### config.mk
export PLATFORM = sky130hd
export DESIGN_NAME = load_addr_queue_flat
export DESIGN_NICKNAME = d
export VERILOG_FILES = /design/src/rtl/load_addr_queue_if.sv /design/src/rtl/load_addr_queue.sv /design/src/flat_wrapper.sv
export SDC_FILE = /design/constraint.sdc
export NUM_CORES = 1
export LEC_CHECK = 0
export BUFFER_PORTS_ARGS = -buffer_cell sky130_fd_sc_hd__buf_2
export CAP_MARGIN = 20
export CELL_PAD_IN_SITES_DETAIL_PLACEMENT = 1
export CELL_PAD_IN_SITES_GLOBAL_PLACEMENT = 1
export CORE_UTILIZATION = 35
export DETAILED_ROUTE_END_ITERATION = 10
export PLACE_DENSITY_LB_ADDON = 0.3
export SLEW_MARGIN = 20
export SYNTH_ARGS = -nofsm -noshare
export SYNTH_HDL_FRONTEND = slang
export SYNTH_SLANG_ARGS = --single-unit
### constraint.sdc
create_clock -name clock -period 8.5 [get_ports clock]
set_input_delay 2.55 -clock clock [delete_from_list [all_inputs] [get_ports clock]]
set_output_delay 2.55 -clock clock [all_outputs]
set_load 0.03 [all_outputs]
### src/rtl/load_addr_queue_if.sv
// load_addr_queue_if: enqueue, dequeue, branch-resolve and flush signals of the load address queue
interface load_addr_queue_if #(
   parameter int DEPTH = 4,
   parameter int XLEN  = 32,
   parameter int BM_W  = 8,
   parameter int PRF_W = 6,
   parameter int SQ_W  = 3
);
   logic                       in_valid;
   logic                       in_ready;
   logic [XLEN-1:0]            in_base;
   logic [XLEN-1:0]            in_offset;
   logic [PRF_W-1:0]           in_dest;
   logic [BM_W-1:0]            in_bm;
   logic [SQ_W-1:0]            in_sq_tail;
   logic [2:0]                 in_func;
   logic                       out_valid;
   logic                       out_ready;
   logic [XLEN-1:0]            out_addr;
   logic [3:0]                 out_byte_mask;
   logic                       out_misaligned;
   logic [PRF_W-1:0]           out_dest;
   logic [BM_W-1:0]            out_bm;
   logic [SQ_W-1:0]            out_sq_tail;
   logic [2:0]                 out_func;
   logic [BM_W-1:0]            b_mm_resolve;
   logic                       b_mm_mispred;
   logic                       flush;
   logic [$clog2(DEPTH):0]     count;

   modport master (
      output in_valid, in_base, in_offset, in_dest, in_bm, in_sq_tail, in_func,
      output out_ready, b_mm_resolve, b_mm_mispred, flush,
      input  in_ready, out_valid, out_addr, out_byte_mask, out_misaligned,
      input  out_dest, out_bm, out_sq_tail, out_func, count
   );

   modport slave (
      input  in_valid, in_base, in_offset, in_dest, in_bm, in_sq_tail, in_func,
      input  out_ready, b_mm_resolve, b_mm_mispred, flush,
      output in_ready, out_valid, out_addr, out_byte_mask, out_misaligned,
      output out_dest, out_bm, out_sq_tail, out_func, count
   );
endinterface

### src/rtl/load_addr_queue.sv
// load_addr_queue: DEPTH-entry FIFO of load micro-ops with address generation, branch squash and hole draining
module load_addr_queue #(
   parameter int DEPTH = 4,
   parameter int XLEN  = 32,
   parameter int BM_W  = 8,
   parameter int PRF_W = 6,
   parameter int SQ_W  = 3
) (
   input logic             clock,
   input logic             reset,
   load_addr_queue_if.slave bus
);
   localparam int PW = $clog2(DEPTH);
   localparam int CW = PW + 1;

   logic [DEPTH-1:0] vld;
   logic [DEPTH-1:0] mis_q;
   logic [XLEN-1:0]  addr_q [DEPTH];
   logic [3:0]       mask_q [DEPTH];
   logic [PRF_W-1:0] dest_q [DEPTH];
   logic [BM_W-1:0]  bm_q   [DEPTH];
   logic [SQ_W-1:0]  sq_q   [DEPTH];
   logic [2:0]       func_q [DEPTH];
   logic [PW-1:0]    head, tail;
   logic [CW-1:0]    cnt;
   logic [XLEN-1:0]  ea;
   logic [3:0]       base_mask, ea_mask;
   logic             ea_mis, in_squash, head_vld, head_hole, push, pop;

   // effective address, byte mask and misalignment of the incoming load
   always_comb begin
      ea        = bus.in_base + bus.in_offset;
      base_mask = bus.in_func[1:0] == 2'b00 ? 4'b0001 :
                  bus.in_func[1:0] == 2'b01 ? 4'b0011 :
                  bus.in_func[1:0] == 2'b10 ? 4'b1111 : 4'b0000;
      ea_mask   = base_mask << ea[1:0];
      ea_mis    = (bus.in_func[1:0] == 2'b01 & ea[0]) |
                  (bus.in_func[1:0] == 2'b10 & |ea[1:0]) |
                  (bus.in_func[1:0] == 2'b11);
   end

   // head view filtered by a same-cycle resolve; holes pop without a handshake
   always_comb begin
      in_squash     = bus.b_mm_mispred & |(bus.in_bm & bus.b_mm_resolve);
      head_vld      = vld[head] & ~(bus.b_mm_mispred & |(bm_q[head] & bus.b_mm_resolve));
      bus.out_valid = (cnt != '0) & head_vld;
      head_hole     = (cnt != '0) & ~head_vld;
      pop           = (bus.out_valid & bus.out_ready) | head_hole;
      bus.in_ready  = (cnt != CW'(DEPTH)) | pop;
      push          = bus.in_valid & bus.in_ready & ~bus.flush;
   end

   assign bus.out_addr       = addr_q[head];
   assign bus.out_byte_mask  = mask_q[head];
   assign bus.out_misaligned = mis_q[head];
   assign bus.out_dest       = dest_q[head];
   assign bus.out_bm         = bm_q[head] & ~bus.b_mm_resolve;
   assign bus.out_sq_tail    = sq_q[head];
   assign bus.out_func       = func_q[head];
   assign bus.count          = cnt;

   // entry storage, branch-mask update and pointer/occupancy bookkeeping
   always_ff @(posedge clock or posedge reset) begin
      if (reset) begin
         head  <= '0;
         tail  <= '0;
         cnt   <= '0;
         vld   <= '0;
         mis_q <= '0;
         for (int i = 0; i < DEPTH; i++) begin
            addr_q[i] <= '0;
            mask_q[i] <= '0;
            dest_q[i] <= '0;
            bm_q[i]   <= '0;
            sq_q[i]   <= '0;
            func_q[i] <= '0;
         end
      end else if (bus.flush) begin
         head <= '0;
         tail <= '0;
         cnt  <= '0;
         vld  <= '0;
      end else begin
         for (int i = 0; i < DEPTH; i++) begin
            vld[i]  <= vld[i] & ~(bus.b_mm_mispred & |(bm_q[i] & bus.b_mm_resolve));
            bm_q[i] <= bm_q[i] & ~bus.b_mm_resolve;
         end
         if (push) begin
            vld[tail]    <= ~in_squash;
            addr_q[tail] <= ea;
            mask_q[tail] <= ea_mask;
            mis_q[tail]  <= ea_mis;
            dest_q[tail] <= bus.in_dest;
            bm_q[tail]   <= bus.in_bm & ~bus.b_mm_resolve;
            sq_q[tail]   <= bus.in_sq_tail;
            func_q[tail] <= bus.in_func;
            tail         <= tail + PW'(1);
         end
         if (pop) head <= head + PW'(1);
         cnt <= cnt + CW'(push) - CW'(pop);
      end
   end
endmodule

### src/flat_wrapper.sv
// flat-port wrapper written by rule: the top's interface ports become plain ports
module load_addr_queue_flat 
#(
   parameter int DEPTH = 4,
   parameter int XLEN  = 32,
   parameter int BM_W  = 8,
   parameter int PRF_W = 6,
   parameter int SQ_W  = 3
)
  (clock, reset, bus_in_valid, bus_in_base, bus_in_offset, bus_in_dest, bus_in_bm, bus_in_sq_tail, bus_in_func, bus_out_ready, bus_b_mm_resolve, bus_b_mm_mispred, bus_flush, bus_in_ready, bus_out_valid, bus_out_addr, bus_out_byte_mask, bus_out_misaligned, bus_out_dest, bus_out_bm, bus_out_sq_tail, bus_out_func, bus_count);
  load_addr_queue_if #(.DEPTH(DEPTH), .XLEN(XLEN), .BM_W(BM_W), .PRF_W(PRF_W), .SQ_W(SQ_W)) bus_i ();
  input logic clock;
  input logic reset;
  input wire logic [$bits(bus_i.in_valid)-1:0] bus_in_valid;
  input wire logic [$bits(bus_i.in_base)-1:0] bus_in_base;
  input wire logic [$bits(bus_i.in_offset)-1:0] bus_in_offset;
  input wire logic [$bits(bus_i.in_dest)-1:0] bus_in_dest;
  input wire logic [$bits(bus_i.in_bm)-1:0] bus_in_bm;
  input wire logic [$bits(bus_i.in_sq_tail)-1:0] bus_in_sq_tail;
  input wire logic [$bits(bus_i.in_func)-1:0] bus_in_func;
  input wire logic [$bits(bus_i.out_ready)-1:0] bus_out_ready;
  input wire logic [$bits(bus_i.b_mm_resolve)-1:0] bus_b_mm_resolve;
  input wire logic [$bits(bus_i.b_mm_mispred)-1:0] bus_b_mm_mispred;
  input wire logic [$bits(bus_i.flush)-1:0] bus_flush;
  output wire logic [$bits(bus_i.in_ready)-1:0] bus_in_ready;
  output wire logic [$bits(bus_i.out_valid)-1:0] bus_out_valid;
  output wire logic [$bits(bus_i.out_addr)-1:0] bus_out_addr;
  output wire logic [$bits(bus_i.out_byte_mask)-1:0] bus_out_byte_mask;
  output wire logic [$bits(bus_i.out_misaligned)-1:0] bus_out_misaligned;
  output wire logic [$bits(bus_i.out_dest)-1:0] bus_out_dest;
  output wire logic [$bits(bus_i.out_bm)-1:0] bus_out_bm;
  output wire logic [$bits(bus_i.out_sq_tail)-1:0] bus_out_sq_tail;
  output wire logic [$bits(bus_i.out_func)-1:0] bus_out_func;
  output wire logic [$bits(bus_i.count)-1:0] bus_count;
  assign bus_i.in_valid = bus_in_valid;
  assign bus_i.in_base = bus_in_base;
  assign bus_i.in_offset = bus_in_offset;
  assign bus_i.in_dest = bus_in_dest;
  assign bus_i.in_bm = bus_in_bm;
  assign bus_i.in_sq_tail = bus_in_sq_tail;
  assign bus_i.in_func = bus_in_func;
  assign bus_i.out_ready = bus_out_ready;
  assign bus_i.b_mm_resolve = bus_b_mm_resolve;
  assign bus_i.b_mm_mispred = bus_b_mm_mispred;
  assign bus_i.flush = bus_flush;
  assign bus_in_ready = bus_i.in_ready;
  assign bus_out_valid = bus_i.out_valid;
  assign bus_out_addr = bus_i.out_addr;
  assign bus_out_byte_mask = bus_i.out_byte_mask;
  assign bus_out_misaligned = bus_i.out_misaligned;
  assign bus_out_dest = bus_i.out_dest;
  assign bus_out_bm = bus_i.out_bm;
  assign bus_out_sq_tail = bus_i.out_sq_tail;
  assign bus_out_func = bus_i.out_func;
  assign bus_count = bus_i.count;
  load_addr_queue #(.DEPTH(DEPTH), .XLEN(XLEN), .BM_W(BM_W), .PRF_W(PRF_W), .SQ_W(SQ_W)) u_core (.clock(clock), .reset(reset), .bus(bus_i));
endmodule
# Yosys cells after proc, flatten, opt, wreduce, memory -nomap -nowiden
# Index checks and enable logic that the tools add are counted.
[word_totals]
reg_bits = 239
inputBits = 98
out_inout_bits = 62
word_cells = 157
[op_classes]
addsub = 5
magnitude_cmp = 6
n_eq_ne = 4
shifts = 1
n_mux = 53
n_bitwise = 45
n_reduce_logical = 14
[ops]
columns = ["operator", "count"]
rows = [
  ["128-bit bitwise mux", 1],
  ["32-bit two-way mux", 4],
  ["8-bit bitwise AND", 12],
  ["32-bit binary-select mux with 2-bit select", 1],
  ["32-bit demux with 2-bit select", 1],
  ["8-bit OR reduction", 6],
  ["32-bit adder", 1],
  ["32-bit bitwise mux", 1],
  ["4-bit two-way mux", 8],
  ["12-bit bitwise mux", 2],
  ["24-bit bitwise mux", 1],
  ["8-bit two-way mux", 3],
  ["1-bit bitwise AND", 18],
  ["3-bit two-way mux", 6],
  ["6-bit two-way mux", 3],
  ["8-bit binary-select mux with 2-bit select", 1],
  ["16-bit bitwise mux", 1],
  ["8-bit demux with 2-bit select", 1],
  ["3-bit binary-select mux with 2-bit select", 2],
  ["6-bit binary-select mux with 2-bit select", 1],
  ["6-bit demux with 2-bit select", 1],
  ["4-bit binary-select mux with 2-bit select", 1],
  ["4-bit bitwise mux", 2],
  ["4-bit demux with 2-bit select", 1],
  ["26 further kinds", 49],
]

# Logic depth before layout (Yosys ltp)
# Gate-level depths: netlist of run 1.
[logic_depth]
ltp_word = 18
mapped_depth = 13
depth_no_buf = 12

# Worst setup path before layout of run 1
# OpenSTA, ideal clock, no wires.
[synth_path]
path_type = "input -> output"
start = "in bus_b_mm_resolve[6]"
end = "out bus_in_ready"
arrival_time_ns = 3.515
t_required_ns = 5.950
path_slack_ns = 2.435
cell_stages = 5
n_path_buf = 1
cell_sequence = "buf_1 > a22oi_2 > nand4b_1 > a21oi_2 > nor2_1"
[synth_via]
elab_chain_len = 9
[synth_rtl]
columns = ["element", "line", "source"]
rows = [
  ["start, declared", "flat_wrapper.sv:22", "input wire logic [$bits(bus_i.b_mm_resolve)-1:0] bus_b_mm_resolve;"],
  ["8-bit bitwise AND (*)", "load_addr_queue.sv:45", "head_vld = vld[head] & ~(bus.b_mm_mispred & |(bm_q[head] & bus.b_mm_resolve));"],
  ["8-bit OR reduction (*)", "load_addr_queue.sv:45", ""],
  ["1-bit bitwise AND (*)", "load_addr_queue.sv:45", ""],
  ["1-bit inverter (*)", "load_addr_queue.sv:45", ""],
  ["1-bit bitwise AND (*)", "load_addr_queue.sv:45", ""],
  ["1-bit bitwise AND or 1-bit inverter (tied branches)", "load_addr_queue.sv:46, load_addr_queue.sv:47", ""],
  ["1-bit bitwise AND (on tied branches)", "load_addr_queue.sv:48, load_addr_queue.sv:47", ""],
  ["1-bit bitwise OR (*)", "load_addr_queue.sv:48", "pop = (bus.out_valid & bus.out_ready) | head_hole;"],
  ["1-bit bitwise OR (*)", "load_addr_queue.sv:49", "bus.in_ready = (cnt != CW'(DEPTH)) | pop;"],
  ["end, declared", "flat_wrapper.sv:25", "output wire logic [$bits(bus_i.in_ready)-1:0] bus_in_ready;"],
]
# Every way passes the cells marked *; elsewhere a longest branch is shown, timed or not.

# Final worst setup path of run 1
[layout_path]
start = "in bus_b_mm_resolve[0]"
end = "out bus_out_valid"
[layout_via]
elab_chain_len = 6
[layout_rtl]
columns = ["element", "line", "source"]
rows = [
  ["8-bit bitwise AND", "load_addr_queue.sv:45", ""],
  ["8-bit OR reduction", "load_addr_queue.sv:45", ""],
  ["1-bit bitwise AND", "load_addr_queue.sv:45", ""],
  ["1-bit inverter", "load_addr_queue.sv:45", ""],
  ["1-bit bitwise AND", "load_addr_queue.sv:45", ""],
  ["1-bit bitwise AND", "load_addr_queue.sv:46", "bus.out_valid = (cnt != '0) & head_vld;"],
  ["end, declared", "flat_wrapper.sv:26", "output wire logic [$bits(bus_i.out_valid)-1:0] bus_out_valid;"],
]
# Every way passes these cells.

==> results by group, run 1 <==
Run status
  • Status: finished, final reports clean

Drt
  • Routed len/inst: 19.66 um
  • Vias per std cell: 5.274
  • Remaining antenna violation count: 0
  • Total number of vias: 10,150
  • Total Wirelength: 37,850 um
  • DRC violations left: 0
  • Drt initial violations: 601
  • DRT Pass-1 Iters: 5

Worst hold path
  • Worst Hold End: u_core.mask_q[13]
  • Hold depth: 2
  • HP Class: reg -> reg
  • Hold path start: u_core.mask_q[13]

Timing
  • Worst hold slack: 0.4715 ns
  • Worst Tran Pin Value: 1.027 ns
  • Final-report setup violation count: 0
  • Clock skew: 0.007760 ns
  • Max-slew violation count: 0
  • Min cycle time layout: 6.271 ns
  • RSZ-0062 raised after global routing: false
  • Endpoints failing hold: 0
  • Highest Clock Rate: 159.5 MHz
  • Final period utilization: 73.78%
  • Worst slew margin: 30.65%
  • TNS Setup: 0 ns

Worst setup path
  • CP startpoint kind: input pin
  • Reg2reg start: u_core.head[0]
  • Worst-path cell with the longest stage delay: a22oi_1
  • CP Capture Type: primary output
  • RR Endpoint: u_core.bm_q[15]
  • CP max FO: 13
  • Critical path class: in -> out
  • Biggest cell delay along the critical path: 0.24 ns
  • Arr. time, crit path: 3.72 ns
  • Worst r2r path cells: 9
  • Worst R2R Setup Slack: 3.90 ns
  • CP Cell Sequence: buf_2, a22oi_1, nand4_1, nand2_1, nand2_1, a21oi_1, buf_2
  • WP data required: 5.95 ns

Synth
  • Leading area contributor after synthesis: dfrtp_1
  • Synthesized Nets: 1,455
  • Post-synth EDFFs: 0
  • Synth Register Bits: 239
  • Post-synth ARST share: 100.0%
  • Seq/Total Area, Yosys: 45.91%
  • Cells after Synth: 1,315
  • Synthesis Warnings: 0
  • Mean cell area of the mapped netlist: 9.907 um^2
  • Synth Flop Type: dfrtp_1
  • Synth top area cells: dfrtp_1 46%, nand2_1 12%, mux4_2 9.0%, ha_1 3.8%, mux2_2 3.2%
  • Synthesized cell area: 13,030 um^2
  • Post-synthesis cell type count: 61
  • Top cell type's share of synthesized area: 45.91%

Die
  • Die width: 194.9 um
  • Boundary Pins: 160
  • Die Y: 194.9 um
  • CORE AREA: 36,610 um^2
  • Die Area: 38,000 um^2
  • Cell Rows: 70
  • Initial Utilization: 35.58%

Placed design
  • DP HPWL: 25,460 um
  • Final GP Congestion: 0.8495
  • IO buf count: 159

Final layout
  • Layout cells sized above 1: 22.17%
  • Area grow syn2layout: 14.84%
  • Total Nets Final: 1,579
  • Antenna cells: 0

Pwr
  • Pint: 2.793 mW
  • Sw power: 1.658 mW
  • Pwr/cell area: 297.5 nW/um^2
  • Share of power burned in the clock network: 24.7%
  • Seq pwr share: 38.8%
  • Combinational cell fraction of total power: 36.6%
  • Leak pwr: 7.172 nW
  • Switch share: 37.25%
  • Worst VDD drop: 0.1602 mV

Clock tree
  • Clock transition at the registers of the reported paths: 0.06 ns
  • Skew-Pair Late Insertion Delay: 0.52 ns
  • H-tree depth: 1
  • CTS Buffer Depth: 3
  • CTS Sinks: 239
  • CTS Buf Count: 27
  • Hold Buf Count CTS: 0
  • Post-CTS setup buffer count: 0
  • Clock Tree Root: clkbuf_16
  • Post-cts repair resize count: 0
  • CTS tree: done

Global route
  • Vias in the first global route: 10,810
  • First-pass GRT wire length: 61,750 um
  • GR peak layer: met2
  • Initial antenna violation count: 0
  • Met3 Usage GRT: 2.221%
  • Met1 usage in global routing: 29.54%
  • All-layer global routing usage: 20.48%
  • Met2 Track Usage GR: 33.47%
  • Largest net degree at the start of global routing: 172
  • Gr ovfl total: 0

Job
  • Maxcap violations: 0
kinds of logic after synthesis:
| logic type | Yosys count | synth area share (%) |
|---|---|---|
| muxes | 105 | 13.84 |
| AOI/OAI and AO/OA | 245 | 12.23 |
| DFF | 239 | 45.91 |
| adders and majority gates | 42 | 4.149 |
| and+or+nand+nor | 554 | 17.93 |
| xor gates and xnor gates | 33 | 2.219 |
| buffers and inverters | 97 | 3.726 |
metal layers:
| metal | routed length [um] | up-vias |
|---|---|---|
| met3 | 1064 | 41 |
| met4 | 618 | 0 |
| met2 | 17800 | 175 |
| met5 | 0 | - |
| met1 | 18370 | 5139 |
| li1 | - | 4797 |
worst max path at each step:
stage / start / end / slack [ns] / cells past startpoint
finish: bus_b_mm_resolve[0] / bus_out_valid / 2.23 / 7
global route: bus_b_mm_resolve[0] / bus_out_valid / 2.14 / 7
CTS: bus_b_mm_resolve[0] / bus_out_valid / 2.22 / 7
detailed placement: bus_b_mm_resolve[0] / bus_out_valid / 2.22 / 7
global placement: bus_b_mm_resolve[0] / bus_out_valid / 2.28 / 7
floorplan: bus_b_mm_resolve[6] / bus_in_ready / 2.43 / 5
synthesized netlist by cell type (all sizes together) (3+ instances only):
cell type    n
a211oi       4
a21o        11
a21oi       43
a22o        19
a22oi       27
a41o         4
and2         6
and3         4
and3b        4
buf         54
clkbuf      25
dfrtp      239
ha          40
inv         18
mux2        48
mux2i        5
mux4        52
nand2      411
nand2b      15
nand3       18
nand3b       4
nand4        3
nor2        42
nor2b       17
nor3        14
nor3b        8
o211ai       4
o21ai       83
o21bai      24
o2bb2ai      5
o31ai        4
xnor2       17
xor2        16
flip-flops by register name, summed over array words and instances, names as in the netlist:
signal            cells
u_core.addr_q       128
u_core.mask_q        16
u_core.sq_q          12
u_core.tail           2
u_core.head           2
u_core.dest_q        24
u_core.vld            4
u_core.bus.count      3
u_core.bm_q          32
u_core.func_q        12
u_core.mis_q          4
power by group through the flow:
stage	clock [mW]	combinational [mW]	sequential, mW
finish	1.10	1.63	1.73
detailed placement	0	1.65	1.75
floorplan	0	1.30	1.63
global route	1.17	1.78	1.78
global placement	0	1.62	1.73
CTS	1.13	1.66	1.73
area by class of cell:
type	instances	area, um^2
clock buffer	43	805.8
clock inverter	4	22.52
fill	4159	21650
inverter	18	71.32
multi-input combinational	979	6566
sequential	239	5988
tap	468	585.6
timing repair buffer	174	920.9
critical path: cells and delay by family:
kind / cells / cell delay [ns]
AOI/OAI and AO/OA: 2 / 0.38
buffers and inverters: 2 / 0.38
and+or+nand+nor: 3 / 0.40
through the flow:
step | setup WS [ns] | utilization, % | power [mW] | instance area (um^2) | std cells
after floorplan | 2.435 | - | 2.930 | 13030 | 1315
after global placement | 2.283 | 38.60 | 3.343 | 14130 | 1878
after detailed placement | 2.225 | 38.60 | 3.396 | 14130 | 1878
after CTS | 2.216 | 40.86 | 4.517 | 14960 | 1925
after global routing | 2.144 | 40.86 | 4.727 | 14960 | 1925
final | 2.229 | 40.86 | 4.452 | 14960 | 1925
cell usage in the layout, fill, tap and decap left out, types with 19 or more instances in the layout:
master and instances:
a21oi_1 42, buf_2 159, ha_1 40, o21ai_0 80, a22o_1 19, nor2_1 42, a22oi_1 26, mux4_2 52
nand2_1 411, mux2_2 37, dfrtp_1 237, clkbuf_16 27, o21bai_1 24
Power figures use the tool's default switching activity.
==> inputs of run 2 (changes only) <==
Settings changed: ABC_AREA from default to 1.
Clock period 8.5 ns to 5.4 ns, I/O delays scaled along.
==> results by group, run 2 <==
Synth
  • Post-synthesis cell type count: 39
  • Seq/Total Area, Yosys: 42.30%
  • Count leader, synth: nand2_1
  • Mux cell area share after synthesis: 0.07080%
  • Synth Register Bits: 239
  • Top cell type's share of synthesized area: 42.30%
  • Synthesis Warnings: 0
  • Post-synth EDFFs: 0
  • Synth Area in XOR/XNOR: 1.921%
  • Synthesized Nets: 2,174
  • Synth top area cells: dfrtp_1 42%, nand2_1 24%, o21ai_0 5.9%, nor2_1 5.2%, ha_1 3.5%
  • Largest family of logic cells by synthesized area: simple AND/OR/NAND/NOR gates
  • Synth Flop Type: dfrtp_1
  • Leading area contributor after synthesis: dfrtp_1
  • Synthesized cell area: 14,140 um^2
  • Simple-Gate Fraction of Synth Area: 33.66%
  • Mean cell area of the mapped netlist: 6.950 um^2
  • Post-synth ARST share: 100.0%
  • Synth cell count leaders: 915 x nand2_1, 239 x dfrtp_1, 195 x nor2_1, 166 x o21ai_0, 95 x inv_1
  • Complex-gate fraction of the synthesized area: 11.50%
  • Synth Area in Adders: 3.823%
  • Cells after Synth: 2,034

Worst hold path
  • Hold path start: u_core.addr_q[92]
  • Worst Hold End: u_core.addr_q[92]
  • Hold depth: 2
  • HP Class: reg -> reg

Worst setup path
  • CP max FO: 33
  • Critical path class: reg -> out
  • Buf+Inv Stages, Crit Path: 2
  • Biggest cell delay along the critical path: 0.61 ns
  • WP data required: 3.78 ns
  • Worst-path cell with the longest stage delay: dfrtp_4
  • Arr. time, crit path: 3.10 ns
  • CP startpoint kind: register
  • Reg2reg start: u_core.head[0]
  • Crit path max-delay family: simple AND/OR/NAND/NOR gates
  • CP Cell Sequence: clkinv_2, nand2_1, nand3_1, nand3_1, nand2_1, nor2_1, nand2_1, nand2_1, nand2_1, nor2_1, buf_2
  • Worst r2r path cells: 17
  • CP Capture Type: primary output
  • RR Endpoint: u_core.bus.count[2]
  • Worst R2R Setup Slack: 1.22 ns
  • CP dominant cell by count: nand2_1

Global route
  • Met3 Usage GRT: 2.376%
  • GR peak layer: met2
  • Initial antenna violation count: 0
  • Met1 usage in global routing: 31.54%
  • Vias in the first global route: 14,700
  • All-layer global routing usage: 23.80%
  • Met2 Track Usage GR: 41.51%
  • Gr ovfl total: 0
  • Largest net degree at the start of global routing: 103
  • First-pass GRT wire length: 78,840 um

Timing
  • Clock skew: 0.009918 ns
  • Final-report setup violation count: 0
  • Highest Clock Rate: 211.8 MHz
  • Worst Tran Pin Value: 0.7668 ns
  • Endpoints failing hold: 0
  • Worst slew margin: 48.88%
  • TNS Setup: 0 ns
  • Max-slew violation count: 0
  • Min cycle time layout: 4.721 ns
  • RSZ-0062 raised after global routing: false
  • Final period utilization: 87.42%

Drt
  • Remaining antenna violation count: 0
  • Drt initial violations: 719
  • DRC violations left: 0
  • Total Wirelength: 48,390 um
  • Vias per std cell: 5.186
  • Total number of vias: 13,920
  • DRT Pass-1 Iters: 4
  • Routed len/inst: 18.02 um

Die
  • Die width: 203.0 um
  • Die Y: 203.0 um
  • Boundary Pins: 160
  • Cell Rows: 73
  • CORE AREA: 39,820 um^2
  • Die Area: 41,200 um^2
  • Initial Utilization: 35.50%

Clock tree
  • CTS Buffer Depth: 3
  • CTS Buf Count: 28
  • H-tree depth: 1
  • Clock transition at the registers of the reported paths: 0.06 ns
  • Post-cts repair resize count: 0
  • Hold Buf Count CTS: 0
  • Clock Tree Root: clkbuf_16
  • CTS tree: done
  • Skew-Pair Late Insertion Delay: 0.54 ns
  • CTS Sinks: 239
  • Post-CTS setup buffer count: 0

Pwr
  • Worst VDD drop: 0.2326 mV
  • Leak pwr: 8.498 nW
  • Pwr/cell area: 494.2 nW/um^2
  • Seq pwr share: 33.7%
  • Pint: 4.539 mW
  • Switch share: 43.55%
  • Combinational cell fraction of total power: 41.5%
  • Share of power burned in the clock network: 24.8%
  • Sw power: 3.501 mW
  • Tot Pwr: 8.040 mW

Final layout
  • Top reg by flops: u_core.addr_q
  • Total Nets Final: 2,278
  • Antenna cells: 0
  • Area grow syn2layout: 15.07%
  • Largest regs: u_core.addr_q x128, u_core.bm_q x32, u_core.dest_q x24
  • Max reg flops: 128
  • Layout cells sized above 1: 11.44%
  • Reg area: 5986 um^2
  • Layout filler cell count: 5,166
  • Most common cell after layout, fill and taps aside: nand2_1
  • Design Area, Final: 16,270 um^2
  • Multi-input combinational cell area: 7206 um^2
  • Most frequent cells in the layout: 915 x nand2_1, 237 x dfrtp_1, 195 x nor2_1

Placed design
  • DP HPWL: 31,740 um
  • IO buf count: 159
  • Placed cell area: 15,290 um^2
  • Final GP Congestion: 0.8928

Run status
  • Status: finished, final reports clean

Job
  • Maxcap violations: 0
[run 2: cell types whose count changed after synthesis, moves of 26 or more]
cell	delta
clkbuf_1	+34
mux4_2	-52
mux2_2	-37
nor2_1	+153
nand2_1	+504
o22ai_1	+62
o21ai_0	+86
inv_1	+77
a22oi_1	-26
nand3_1	+35
[run 2: worst max path at each step]
stage | startpoint | end | slack [ns] | cells after the start
after global routing | u_core.head[0] | bus_out_valid | 0.51 | 11
final | u_core.head[0] | bus_out_valid | 0.68 | 11
after detailed placement | bus_b_mm_resolve[1] | u_core.bus.count[2] | 0.88 | 15
after CTS | u_core.head[0] | bus_out_valid | 0.65 | 11
after global placement | bus_b_mm_resolve[1] | u_core.bus.count[2] | 0.95 | 15
after floorplan | reset | u_core.addr_q[0] | 0.65 | 1
[run 2: per-stage QoR]
step	setup slack, ns	std cells	util, %	hold WS [ns]
6_report	0.6794	2685	40.85	0.4626
5_1_grt	0.5097	2685	40.85	0.4834
4_1_cts	0.6537	2685	40.85	0.4678
3_5_place_dp	0.8784	2633	38.39	0.4532
3_3_place_gp	0.9524	2633	38.39	0.4476
2_1_floorplan	0.6462	2034	-	0.4366
[run 2: logic make-up after synthesis]
family,after synthesis
XOR/XNOR,31
multiplexers,1
adder cells (fa/ha/maj),42
buffers and inverters,213
AND/OR/NAND/NOR,1209
flip-flops,239
AO/OA/AOI/OAI,299
[run 2: area by class of cell]
class                           count  area share [%]
Multi-Input combinational cell   1582           44.29
Sequential cell                   239           36.79
Clock inverter                     11          0.8460
Clock buffer                       41           5.168
Inverter                          102           2.384
Tap cell                          525           4.038
Timing Repair Buffer              185           6.476
[run 2: layer usage]
layer | share of wire (%) | up-vias
li1 | - | 6686
met5 | 0 | -
met3 | 3.4 | 59
met2 | 48 | 241
met1 | 47 | 6938
met4 | 1.8 | 0
[run 2: power by group through the flow]
stage	clock (mW)	combinational, mW	sequential [mW]
after CTS	2.04	3.38	2.70
after global routing	2.11	3.70	2.78
final	1.99	3.34	2.71
after global placement	0	3.30	2.70
after floorplan	0	2.34	2.64
after detailed placement	0	3.37	2.73
[run 2: tightest hold or removal path: stages, from the launching register on]
cell and delay, ns:
dfrtp_1 0.33, nand2_1 0.05, nand2_1 0.05
==> inputs of run 3 (changes only) <==
Settings changed: CORE_ASPECT_RATIO from default to 0.7.
==> results by group, run 3 (same netlist as run 2, synthesis figures left out) <==
Pwr
  • Leak pwr: 8.452 nW
  • Worst VDD drop: 0.2302 mV
  • Pwr/cell area: 491.1 nW/um^2

Drt
  • Routed wl met3: 2062 um
  • Total Wirelength: 49,710 um
  • Total number of vias: 13,990
  • Met2 wire length: 22,490 um
  • Remaining antenna violation count: 0
  • Vias per std cell: 5.202
  • Top Metal Used: met4
  • Routed len/inst: 18.49 um
  • DRC violations left: 0
  • Drt initial violations: 820
  • Met1 Wirelength: 24,460 um
  • DRT Pass-1 Iters: 5

Clock tree
  • H-tree depth: 1
  • CTS Sinks: 239
  • Post-cts repair resize count: 0
  • Skew-Pair Late Insertion Delay: 0.55 ns
  • CTS Buffer Depth: 3
  • Clock transition at the registers of the reported paths: 0.06 ns
  • Post-CTS setup buffer count: 0
  • CTS Buf Count: 27
  • Clock Tree Root: clkbuf_16
  • CTS tree: done
  • Hold Buf Count CTS: 0

Final layout
  • Multi-input combinational cell area: 7206 um^2
  • Layout cells sized above 1: 11.14%
  • Top reg by flops: u_core.addr_q
  • Largest regs: u_core.addr_q x128, u_core.bm_q x32, u_core.dest_q x24
  • Most frequent cells in the layout: 915 x nand2_1, 237 x dfrtp_1, 195 x nor2_1
  • Antenna cells: 0
  • Layout filler cell count: 5,087
  • Most common cell after layout, fill and taps aside: nand2_1
  • Reg area: 5986 um^2
  • Max reg flops: 128
  • Total Nets Final: 2,274
  • Design Area, Final: 16,180 um^2
  • Area grow syn2layout: 14.47%

Worst setup path
  • Critical path class: reg -> out
  • Biggest cell delay along the critical path: 0.89 ns
  • CP dominant cell by count: nand2_1
  • CP Cell Sequence: clkinv_2, nand2_1, nand3_1, nand3_1, nand2_1, nor2_1, nand2_1, nand2_1, nand4_4, buf_2
  • CP Capture Type: primary output
  • Reg2reg start: u_core.head[0]
  • WP data required: 3.78 ns
  • Arr. time, crit path: 3.45 ns
  • RR Endpoint: u_core.dest_q[4]
  • CP startpoint kind: register
  • Worst-path cell with the longest stage delay: dfrtp_4
  • Worst R2R Setup Slack: 0.95 ns
  • CP max FO: 54
  • Worst r2r path cells: 16

Global route
  • Gr ovfl total: 0
  • Initial antenna violation count: 0
  • All-layer global routing usage: 23.95%
  • Largest net degree at the start of global routing: 87
  • First-pass GRT wire length: 78,600 um
  • Vias in the first global route: 14,110

Timing
  • Max-slew violation count: 0
  • TNS Setup: 0 ns
  • Final period utilization: 93.84%
  • Clock skew: 0.02610 ns
  • Highest Clock Rate: 197.3 MHz
  • Final-report setup violation count: 0
  • Endpoints failing hold: 0
  • Min setup slack post-route: 0.3325 ns
  • Min cycle time layout: 5.067 ns
  • Worst slew margin: 46.28%
  • RSZ-0062 raised after global routing: false
  • Worst Tran Pin Value: 0.8046 ns

Die
  • Die Y: 170.2 um
  • CORE AREA: 39,760 um^2
  • Die Area: 41,210 um^2
  • Boundary Pins: 160
  • Initial Utilization: 35.55%
  • Die width: 242.2 um
  • Cell Rows: 61

Job
  • Maxcap violations: 0

Run status
  • Status: finished, final reports clean

Worst hold path
  • Worst Hold End: u_core.addr_q[94]
  • Hold depth: 2
  • HP Class: reg -> reg
  • Hold path start: u_core.addr_q[94]

Placed design
  • Final GP Congestion: 0.8959
  • Post-placement worst setup slack: 0.9277 ns
  • IO buf count: 159
  • DP HPWL: 33,050 um
  • Placed cell area: 15,290 um^2
run 3: area by class of cell:
| type | instances | area share, % |
|---|---|---|
| flip-flops and latches | 239 | 36.99 |
| clock buffers | 39 | 4.825 |
| multi-input cells | 1582 | 44.53 |
| well taps | 535 | 4.136 |
| repair buffers | 182 | 6.448 |
| clock inverters | 10 | 0.6804 |
| inverters | 102 | 2.397 |
run 3: metrics by stage:
stage               total power [mW]  instances  hold slack, ns  utilization [%]
floorplan                      4.978       2034          0.4366                -
global placement               6.025       2640          0.4482            38.46
detailed placement             6.120       2640          0.4529            38.46
CTS                            8.005       2689          0.4670            40.70
global route                   8.460       2689          0.4783            40.70
finish                         7.947       2689          0.4648            40.70
run 3: worst max-delay path by stage:
stage	start	to	slack (ns)
3_3_place_gp	u_core.head[0]	bus_in_ready	0.93
5_1_grt	u_core.head[0]	bus_in_ready	0.13
3_5_place_dp	bus_b_mm_resolve[2]	bus_in_ready	0.93
6_report	u_core.head[0]	bus_in_ready	0.33
4_1_cts	u_core.head[0]	bus_in_ready	0.35
2_1_floorplan	reset	u_core.addr_q[0]	0.65
run 3: routing by layer:
| layer | global-route usage [%] | vias to the layer above |
|---|---|---|
| li1 | - | 6685 |
| met1 | 34.74 | 6966 |
| met2 | 39.03 | 294 |
| met3 | 2.444 | 42 |
| met4 | 4.073 | 0 |
| met5 | 0 | - |
run 3: power by group:
group / leakage [nW] / total [mW] / internal, mW / switching (mW)
clock: 0.440 / 1.86 / 1.10 / 0.761
combinational: 4.93 / 3.34 / 0.940 / 2.40
sequential: 3.09 / 2.75 / 2.37 / 0.382
total: 8.45 / 7.95 / 4.41 / 3.54
run 3: worst max-delay path: cells and delay by family, from the launching register on:
kind / cells / cell delay, ns
simple gates: 8 / 1.16
flops: 1 / 0.89
buf+inv: 2 / 0.83
